## src/rtl/unidade_controle.sv

```systemverilog
// Fetch/decode/execute controller: fetches one instruction per visit to FETCH and decodes it into register-bank and ALU controls.
// Optional feature: define UNIDADE_CONTROLE_DESVIO_EN to enable the conditional jump opcode (5'b11110).
module unidade_controle #(
    parameter int bits_palavra  = 16,
    parameter int end_registros = 4,
    parameter int bits_pc       = 8
) (
    input  logic                     clk,
    input  logic                     reset,
    input  logic                     inst_valid,
    input  logic [bits_palavra-1:0]  inst_data,
    input  logic [3:0]               Flags_ZCSO,
    output logic                     inst_req,
    output logic [bits_pc-1:0]       pc,
    output logic [end_registros-1:0] Sel_SA,
    output logic [end_registros-1:0] Sel_SB,
    output logic [4:0]               controleOperacao,
    output logic                     Hab_Escrita,
    output logic                     en,
    output logic                     halted
);

    typedef enum logic [2:0] {
        IDLE    = 3'd0,
        FETCH   = 3'd1,
        DECODE  = 3'd2,
        EXECUTE = 3'd3,
        HALT    = 3'd4
    } state_t;

    localparam logic [4:0] OP_NOP  = 5'b00000;
    localparam logic [4:0] OP_JUMP = 5'b11110;
    localparam logic [4:0] OP_HALT = 5'b11111;

    state_t                  r_state;
    logic [bits_palavra-1:0] r_ir;
    logic [bits_pc-1:0]      r_pc;
    logic                    r_inst_req;
    logic                    r_en;
    logic                    r_hab_escrita;
    logic                    r_halted;

    logic [4:0]              w_op;
    logic                    w_exec_active;
    logic [bits_pc-1:0]      w_pc_inc;

    assign w_op     = r_ir[15:11];
    assign w_pc_inc = r_pc + bits_pc'(1);

`ifdef UNIDADE_CONTROLE_DESVIO_EN
    logic       w_flag;
    logic       w_jump_taken;
    logic [1:0] w_flag_idx;

    // IR[10:9] selects Z,C,S,O in that order, i.e. counting down from bit 3.
    assign w_flag_idx    = 2'd3 - r_ir[10:9];
    assign w_flag        = Flags_ZCSO[w_flag_idx];
    assign w_jump_taken  = (w_flag == r_ir[8]);
    assign w_exec_active = (w_op != OP_NOP);
`else
    logic w_unused_bits;

    assign w_unused_bits = ^{Flags_ZCSO, r_ir[2:0]};
    // Without jumps the jump opcode degrades to a NOP.
    assign w_exec_active = (w_op != OP_NOP) && (w_op != OP_JUMP);
`endif

    always_ff @(posedge clk or negedge reset) begin
        if (!reset) begin
            r_state       <= IDLE;
            r_ir          <= '0;
            r_pc          <= '0;
            r_inst_req    <= 1'b0;
            r_en          <= 1'b0;
            r_hab_escrita <= 1'b0;
            r_halted      <= 1'b0;
        end else begin
            r_en          <= 1'b0;
            r_hab_escrita <= 1'b0;
            case (r_state)
                IDLE: begin
                    r_state    <= FETCH;
                    r_inst_req <= 1'b1;
                end
                FETCH: begin
                    if (inst_valid) begin
                        r_ir       <= inst_data;
                        r_state    <= DECODE;
                        r_inst_req <= 1'b0;
                    end
                end
                DECODE: begin
                    if (w_op == OP_HALT) begin
                        r_state  <= HALT;
                        r_halted <= 1'b1;
`ifdef UNIDADE_CONTROLE_DESVIO_EN
                    end else if (w_op == OP_JUMP) begin
                        r_pc       <= w_jump_taken ? bits_pc'(r_ir[7:0]) : w_pc_inc;
                        r_state    <= FETCH;
                        r_inst_req <= 1'b1;
`endif
                    end else begin
                        r_state       <= EXECUTE;
                        r_en          <= w_exec_active;
                        r_hab_escrita <= w_exec_active;
                    end
                end
                EXECUTE: begin
                    r_pc       <= w_pc_inc;
                    r_state    <= FETCH;
                    r_inst_req <= 1'b1;
                end
                HALT: begin
                    r_state    <= HALT;
                    r_halted   <= 1'b1;
                    r_inst_req <= 1'b0;
                end
                default: begin
                    r_state    <= IDLE;
                    r_inst_req <= 1'b0;
                end
            endcase
        end
    end

    assign inst_req         = r_inst_req;
    assign pc               = r_pc;
    assign en               = r_en;
    assign Hab_Escrita      = r_hab_escrita;
    assign halted           = r_halted;
    assign Sel_SA           = end_registros'(r_ir[10:7]);
    assign Sel_SB           = end_registros'(r_ir[6:3]);
    assign controleOperacao = r_ir[15:11];

endmodule

```

## config.mk

```make
export PLATFORM = sky130hd
export DESIGN_NAME = unidade_controle
export DESIGN_NICKNAME = d
export VERILOG_FILES = /design/src/rtl/unidade_controle.sv
export SDC_FILE = /design/constraint.sdc
export NUM_CORES = 1
export LEC_CHECK = 0
export CORE_UTILIZATION = 30
export DETAILED_ROUTE_END_ITERATION = 6
export HOLD_SLACK_MARGIN = 0.15
export PLACE_DENSITY = 0.68
export SLEW_MARGIN = 20
export SYNTH_ARGS = -nofsm -noshare
export SYNTH_HDL_FRONTEND = slang
export SYNTH_SLANG_ARGS = --single-unit
export TNS_END_PERCENT = 1
```

## constraint.sdc

```tcl
create_clock -name clk -period 2.54 [get_ports clk]
set_input_delay 0.381 -clock clk [delete_from_list [all_inputs] [get_ports clk]]
set_output_delay 0.381 -clock clk [all_outputs]
set_load 0.005 [all_outputs]
```

==> reports/metrics.cfg, run 1 <==
[timing]
fin_crit_ps = 1652
worst_pin_slew_ps = 465.9
fin_crit_sh_pct = 65.04
drv_slew = 0
fin_skew_ps = 5.771
clock.fmax_mhz = 605.3
hold_viol_final = 0
final.setup.tns_ps = 0
rsz0062_at_grt = false
fin_ws_ps = 888.0
setup_viol = 0
holdWs_ps = 470.1
max_slew_margin_pct = 68.86

[drt]
via_per_inst = 4.676
firstDrtPassIters = 4
wl_met3_microns = 90
finalWirelength_mm = 2.240
wl_met1_microns = 977
drt-initial-drc-count = 12
post_drt_wl_per_cell_microns = 12.95
drc = 0
ant_nets = 0
dr_wl_met2_mm = 1.144
dr_total_vias = 809
top_layer_used = met4

[cells_and_area]
layout.cells.non_filler = 173
antenna_cells = 0
nets = 150
drive_above_1_share_pct = 17.60
area_delta_synth_final_pct = 40.87

[critical_path]
start_kind = flop
cpMaxStageDelayCell = clkdlybuf4s50_1
critPathRequiredTime_ps = 2160
path_cells = clkdlybuf4s50_1
crit_family = buffers and inverters
cp.arrival_ps = 1270
cp_num_buf_inv = 1
end_kind = output pin
critPathKind = flop to output pin
path_max_fanout = 6
reg2reg_slack_ps = 1000
cpPeakStageDelay_ps = 540

[placement]
dp.cells = 169
dp_hpwl_mm = 1.657
port_buffers = 40
pre_cts_ws_ps = 587.8
gp_congestion = 0.7236

[logic_synthesis]
synth_top_area_cell = dfrtp_1
synth_fa_ha_area_share_pct = 1.056
ys_async_sr_fraction_pct = 100.0
synthTopCellsByArea = dfrtp_1, mux2_4, mux2_2
avgSynthCellArea_sq_um = 14.28
synth_commonest_cells = dfrtp_1, mux2_4, mux2_2, xnor2_1
synth_top_area_share_pct = 57.02
yosys.area_share.simple_pct = 12.67
synthMuxAreaShare_pct = 15.84
seq_area_frac_synth_pct = 57.02
synth_top_family_by_area = multiplexers
synth_most_common_cell = dfrtp_1
yosysWarnings = 0
netlist_area_sq_um = 1185
yosys_most_used_dff = dfrtp_1
ys_ff_latch = 27
synthXorXnorAreaFrac_pct = 5.174
syn_nets = 107
synth_compound_area_share_pct = 4.752
ys_types = 28
synth_enable_flop_cells = 0
syn_inst = 83

[grt]
grt_max_degree = 28
grt_pass1_wl_mm = 4.002
globalRouteTotalUtil_pct = 12.36
antenna_found_initial = 0
grt_pass1_vias = 877
grt-ovfl-total = 0

[power]
p_clk_share_pct = 13.9
p_sw_share_pct = 30.35
combPwrFrac_pct = 42.9
power_density_nw_per_um2 = 1101
intPower_uw = 1280
power_switching_uw = 557.5
seqPwrFrac_pct = 43.1
peakVddDrop_uv = 438.5
p_leak_uw = 0.0007008

[die]
io_pins = 48
die_h_microns = 64.85
initial_core_util_pct = 31.89
dieWidth_microns = 64.85
core_sq_um = 3716
rows = 22
dieArea_sq_um = 4205

[outcome]
outcome = completed

[hold_path]
hp-class = primary input to async pin

[clocking]
path_clk_slew_ps = 100
cts_buffers = 3
cts_setup_buffers = 0
clockBufferDepth = 2
cts_tree = yes
cts.repair.resized = 0
cts_hold_buf = 0
cts-root-buf = clkbuf_8
cts_sinks = 27
cts_max_level = 1
insertion_delay_ps = 270

[job]
cap_violations = 0

## sequential cells by signal, indices dropped and copies added, names as in the netlist
signal	cells
halted	1
pc	8
r_ir	13
r_state	3
inst_req	1
Hab_Escrita	1
## layout by cell type, fill, tap and decap left out
cell type        Yosys  final
o31ai_1              1      1
or2b_1               2      2
o21ai_0              1      1
o221a_2              1      1
xor2_1               1      1
and4_1               3      3
and3_1               1      1
mux2_2               6      6
a21oi_1              3      3
mux2_4               8      8
nand4_1              3      3
and3b_1              1      1
inv_1                2      2
clkdlybuf4s50_1      0     40
nor4_1               1      1
o211a_1              1      1
nor2_1               2      2
or4_1                1      1
inv_6                0      1
dfrtp_1             27     27
nand3_1              3      3
clkbuf_8             0      3
buf_4                1      1
nor2_4               1      1
ha_1                 1      1
xnor2_1              6      6
a21o_1               1      1
nand2_1              2      2
nand3b_4             1      1
## metrics by stage
| step | instance area (sq um) | power [uW] | utilization [%] |
|---|---|---|---|
| floorplan | 1185 | 1174 | - |
| global route | 1669 | 1972 | 44.92 |
| CTS | 1669 | 1867 | 44.92 |
| global placement | 1619 | 1570 | 43.57 |
| detailed placement | 1619 | 1600 | 43.57 |
| finish | 1669 | 1837 | 44.92 |
## routing by layer
metal | vias to the layer above | GRT usage (%)
met1 | 401 | 14.41
met2 | 25 | 22.01
met5 | - | 0
li1 | 381 | -
met3 | 2 | 1.232
met4 | 0 | 6.667
## power by group through the flow
stage | logic [uW] | registers, uW | clock network (uW)
after floorplan | 393 | 781 | 0
after global placement | 784 | 786 | 0
after detailed placement | 798 | 802 | 0
after CTS | 803 | 795 | 269
after global routing | 851 | 830 | 291
final | 789 | 792 | 256
## path summary, 6_finish.rpt
kind                                         from                  end  cells past startpoint
setup / recovery             r_ir[11]$_DFFE_PN0P_  controleOperacao[0]                      1
hold / removal                              reset  r_ir[6]$_DFFE_PN0P_                      2
setup reg to reg           r_state[1]$_DFFE_PN0P_  r_ir[9]$_DFFE_PN0P_                      3
hold reg to reg                 pc[7]$_DFFE_PN0N_    pc[7]$_DFFE_PN0N_                      1
max in group asynchronous                   reset    pc[3]$_DFFE_PN0N_                      2
min in group clk                pc[7]$_DFFE_PN0N_    pc[7]$_DFFE_PN0N_                      1
## final cells by class
type / count / area (sq um)
Fill cell: 350 / 2047
Sequential cell: 27 / 675.6
Multi-Input combinational cell: 51 / 467.9
Timing Repair Buffer: 41 / 407.9
Tap cell: 48 / 60.06
Clock buffer: 3 / 41.29
Clock inverter: 1 / 8.758
Inverter: 2 / 7.507
## kinds of logic (layout without fill, tap and decap cells)
family / Yosys count / count (layout)
multiplexers: 14 / 14
XOR/XNOR: 7 / 7
adder cells (fa/ha/maj): 1 / 1
AO/OA/AOI/OAI: 8 / 8
AND/OR/NAND/NOR: 21 / 21
flip-flops: 27 / 27
buffers and inverters: 5 / 47
Note: power is estimated with default switching activity, not from simulation.
==> run 2: changes to the inputs <==
Clock period 2.54 ns to 1.6 ns, I/O delays scaled along.
==> reports/metrics.cfg, run 2 (synthesis gave the netlist of run 1 again) <==
[timing]
max_slew_margin_pct = 77.09
hold_viol_final = 0
fin_crit_ps = 1496
clock.fmax_mhz = 668.5
rsz0062_at_grt = false
worst_pin_slew_ps = 343.7
fin_ws_ps = 104.1
fin_crit_sh_pct = 93.49
fin_skew_ps = 4.520
setup_viol = 0
drv_slew = 0

[placement]
dp.cells = 170
pre_cts_ws_ps = -48.89
port_buffers = 40
dp_hpwl_mm = 1.714
gp_congestion = 0.7249

[clocking]
path_clk_slew_ps = 90
clockBufferDepth = 2
cts_hold_buf = 0
cts.repair.resized = 0
cts_sinks = 27
insertion_delay_ps = 270
cts_tree = yes
cts_setup_buffers = 0
cts_max_level = 1
cts-root-buf = clkbuf_8
cts_buffers = 3

[drt]
drt-initial-drc-count = 39
via_per_inst = 4.580
ant_nets = 0
firstDrtPassIters = 3
top_layer_used = met4
wl_met1_mm = 1.016
dr_total_vias = 797
finalWirelength_mm = 2.328
drc = 0
dr_wl_met2_mm = 1.197
post_drt_wl_per_cell_microns = 13.38
wl_met3_microns = 80

[cells_and_area]
nets = 151
drive_above_1_share_pct = 17.46
fillers = 352
area_delta_synth_final_pct = 42.13
multi_input_area_sq_um = 467.9
largest_reg_flops = 13
top_register = r_ir
final_common_cell = clkdlybuf4s50_1
final_cell_mix = clkdlybuf4s50_1, dfrtp_1, mux2_4
seqCellArea_sq_um = 675.6
antenna_cells = 0
layout.cells.non_filler = 174

[die]
core_sq_um = 3716
die_h_microns = 64.85
dieArea_sq_um = 4205
dieWidth_microns = 64.85
rows = 22
initial_core_util_pct = 31.89
io_pins = 48

[critical_path]
cpMaxStageDelayCell = clkdlybuf4s50_1
path_max_fanout = 6
path_cells = clkdlybuf4s50_1
end_kind = output pin
cp.arrival_ps = 1260
cp_num_buf_inv = 1
crit_family = buffers and inverters
critPathKind = flop to output pin
critPathRequiredTime_ps = 1360
start_kind = flop
cpPeakStageDelay_ps = 550

[grt]
grt_pass1_vias = 855
grt_pass1_wl_mm = 4.002
antenna_found_initial = 0
grt-ovfl-total = 0
globalRouteTotalUtil_pct = 12.58
grt_max_degree = 28

[power]
power_density_nw_per_um2 = 1744
peakVddDrop_uv = 734.8
p_leak_uw = 0.0007062

[job]
cap_violations = 0

[outcome]
outcome = completed

[hold_path]
hp-class = primary input to async pin

==> run 2: cell count changes in the layout (fill, tap and decap cells not counted), sizes merged <==
cell / previous run / this run
inv: 3 / 2
buf: 1 / 2
clkbuf: 3 / 4
==> run 2: where the power goes <==
| part | leakage (uW) | internal, uW | switching [uW] |
|---|---|---|---|
| clock | 0.0000228 | 178 | 205 |
| sequential | 0.000329 | 973 | 283 |
| combinational | 0.000355 | 907 | 392 |
==> run 2: cell type report <==
| class | instances | area share, % |
|---|---|---|
| clock buffer | 4 | 2.675 |
| inverter | 2 | 0.4458 |
| multi-input combinational | 51 | 27.79 |
| sequential | 27 | 40.12 |
| tap | 48 | 3.566 |
| timing repair buffer | 42 | 25.41 |
==> run 2: final timing paths <==
kind / from / cells past startpoint / endpoint / slack [ps]
min: reset / 2 / r_ir[6]$_DFFE_PN0P_ / 330
min reg2reg: pc[7]$_DFFE_PN0N_ / 1 / pc[7]$_DFFE_PN0N_ / 470
max in group asynchronous: reset / 2 / pc[1]$_DFFE_PN0N_ / 1010
max reg2reg: r_state[2]$_DFFE_PN0P_ / 2 / pc[1]$_DFFE_PN0N_ / 220
min in group clk: pc[7]$_DFFE_PN0N_ / 1 / pc[7]$_DFFE_PN0N_ / 470
max: pc[0]$_DFFE_PN0N_ / 1 / pc[0] / 100
==> run 2: per-stage QoR <==
| step | hold slack (ps) | power, uW | area, sq um | utilization [%] | TNS [ps] |
|---|---|---|---|---|---|
| 5_1_grt | 358.7 | 3149 | 1684 | 45.32 | 0 |
| 3_5_place_dp | 461.6 | 2589 | 1639 | 44.11 | -238.9 |
| 6_report | 332.8 | 2938 | 1684 | 45.32 | 0 |
| 3_3_place_gp | 461.6 | 2528 | 1639 | 44.11 | -55.11 |
| 4_1_cts | 337.7 | 2991 | 1684 | 45.32 | 0 |
| 2_1_floorplan | -55.59 | 1864 | 1185 | - | 0 |
==> run 2: routing by layer <==
| metal | track usage (%) | up-vias |
|---|---|---|
| met3 | 1.232 | 2 |
| met2 | 21.61 | 23 |
| met1 | 15.30 | 389 |
| met4 | 6.944 | 0 |
| li1 | - | 383 |
| met5 | 0 | - |
==> edit (flow settings as in run 2) <==
Add a define of `UNIDADE_CONTROLE_DESVIO_EN`.
--- a/src/rtl/unidade_controle.sv
+++ b/src/rtl/unidade_controle.sv
@@ -1,4 +1,6 @@
 // Fetch/decode/execute controller: fetches one instruction per visit to FETCH and decodes it into register-bank and ALU controls.
 // Optional feature: define UNIDADE_CONTROLE_DESVIO_EN to enable the conditional jump opcode (5'b11110).
+`define UNIDADE_CONTROLE_DESVIO_EN
+
 module unidade_controle #(
     parameter int bits_palavra  = 16,
Behaviour: not the same (a bounded check fails within 4 cycles, from zero or initial values and one cycle with reset low).
==> edit against run 2 <==
  * Via count rose by 49%
  * The run now ends with setup timing left
  * Final area rose by 30%
  * Synthesized area rose by 26%
  * Setup slack got worse by 280 ps
  * Power rose by 48%
  * Sequential power rose by 13%
  * Wire length rose by 42%
  * Sequential cell count rose by 3
==> edit: results (changes against run 2) <==
worstPathMaxFanout: 5  # was 6
r2r-end: "pc[6]"  # was pc[1]
viasPerCell: 4.70  # was 4.58
synthesis.nets: 157  # was 107
dpl.hpwl_um: 2280  # was 1710 µm
hold_slack_ps: 347  # was 333 ps
num-nets-final: 209  # was 151
drive_above_1_share_pct: 23.7  # was 17.5%
wl_met3_um: 136  # was 80 µm
ys_top_cells_by_count: "30 x dfrtp_1, 15 x buf_4, 12 x mux2_2"  # was 27 x dfrtp_1, 8 x mux2_4, 6 x mux2_2, 6 x xnor2_1
synth_area_leaders: "dfrtp_1 50%, mux2_2 9.0%, buf_4 7.5%"  # was dfrtp_1 57%, mux2_4 10%, mux2_2 5.7%
htreeDepth: 2  # was 1
dr.first_iter.drc_count: 53  # was 39
cts_buffers: 5  # was 3
port_buffers: 47  # was 40
largest_reg_flops: 16  # was 13
cp-startpoint: "r_ir[9]"  # was pc[0]
slew_headroom_pct: 74.2  # was 77.1%
synth_cell_types: 33  # was 28
route.met2.wl_um: 1670  # was 1200 µm
grt_util_all_layers_pct: 13.8  # was 12.6%
dpl.cell_count: 244  # was 170
gp_congestion: 0.782  # was 0.725
reg2regPathDepth: 5  # was 2
die_area_um2: 5270  # was 4200 µm²
cp_data_arrival_time_ps: 1940  # was 1260 ps
yosysWarnings: 0  # unchanged
grt_pass1_wl_um: 5380  # was 4000 µm
finalSetupTns_ps: -976  # was 0 ps
final.setup_skew_ps: 4.11  # was 4.52 ps
grt_pass1_vias: 1137  # was 855
ir_worst_vdd_mv: 0.859  # was 0.735 mV
ys_seq_area_share_pct: 50.3  # was 57.0%
syn_inst: 133  # was 83
drt-total-wl_um: 3300  # was 2330 µm
setup_violations: 8  # was 0
wl_per_cell_um: 13.0  # was 13.4 µm
synth_flop_cell: "dfrtp_1"  # unchanged
wl_met1_um: 1440  # was 1020 µm
firstDrtPassIters: 4  # was 3
grt_max_degree: 31  # was 28
cp-end-kind: "register"  # was output port
violations: "setup timing"
status: "complete, but fails checks"  # was finished clean
path_clk_slew_ps: 60  # was 90 ps
layout_setup_ws_ps: -177  # was 104 ps
p_leak_uw: 0.000925  # was 0.000706 µW
worstHoldPathType: "in2async"  # unchanged
[edit: metal layers]
layer	GRT usage, %	vias to the layer above
met2	22.0	26
met3	4.17	5
met5	0	-
met4	6.97	0
met1	16.9	589
li1	-	569
[edit: critical path: stages, from the launching register on]
cell and delay [ps]:
dfrtp_1 370, mux4_2 570, xor2_4 230, a21o_4 170
mux2i_1 240, a2bb2oi_2 80
[edit: repair_timing]
item / CTS / global route
gates resized for setup: 4 / 6
endpoints found under the setup margin: 8 / 22
pin swaps: 0 / 5
cloned: 0 / 1
hold endpoints to repair: 0 / 0
[edit: worst min-delay path by stage]
| stage | cells after the start | from | endpoint |
|---|---|---|---|
| 3_3_place_gp | 1 | halted | halted |
| 5_1_grt | 2 | reset | r_ir[5] |
| 6_report | 2 | reset | r_ir[5] |
| 3_5_place_dp | 1 | halted | halted |
| 4_1_cts | 2 | reset | r_ir[5] |
| 2_1_floorplan | 0 | reset | Hab_Escrita |
[edit: report_power, final]
| part | switching [µW] | leakage [µW] | internal (µW) |
|---|---|---|---|
| clock | 273 | 0.0000482 | 346 |
| combinational | 912 | 0.000528 | 1380 |
| sequential | 320 | 0.000349 | 1110 |
| total | 1510 | 0.000925 | 2840 |
[edit: through the flow]
step	area, µm²	utilization, %	worst slack [ps]
floorplan	1500	-	-79.1
global placement	2050	43.0	-521
CTS	2150	45.2	-152
finish	2190	46.1	-177
detailed placement	2050	43.0	-549
global route	2190	46.1	-268
[edit: layout make-up]
class	count	area, µm²
Fill cell	477	2560
Sequential cell	30	752
Multi-Input combinational cell	82	657
Timing Repair Buffer	61	588
Clock buffer	7	86.3
Tap cell	67	83.8
Inverter	5	18.8
Clock inverter	1	5.00
[edit: kinds of logic (layout without fill, tap and decap cells)]
logic type	count (synthesis)	in the layout	synth area share, %
AO/OA/AOI/OAI	25	26	10.8
XOR/XNOR	1	1	0.586
AND/OR/NAND/NOR	32	32	10.9
multiplexers	22	22	16.8
flip-flops	30	30	50.3
adder cells (fa/ha/maj)	1	1	0.837
buffers and inverters	22	74	9.80
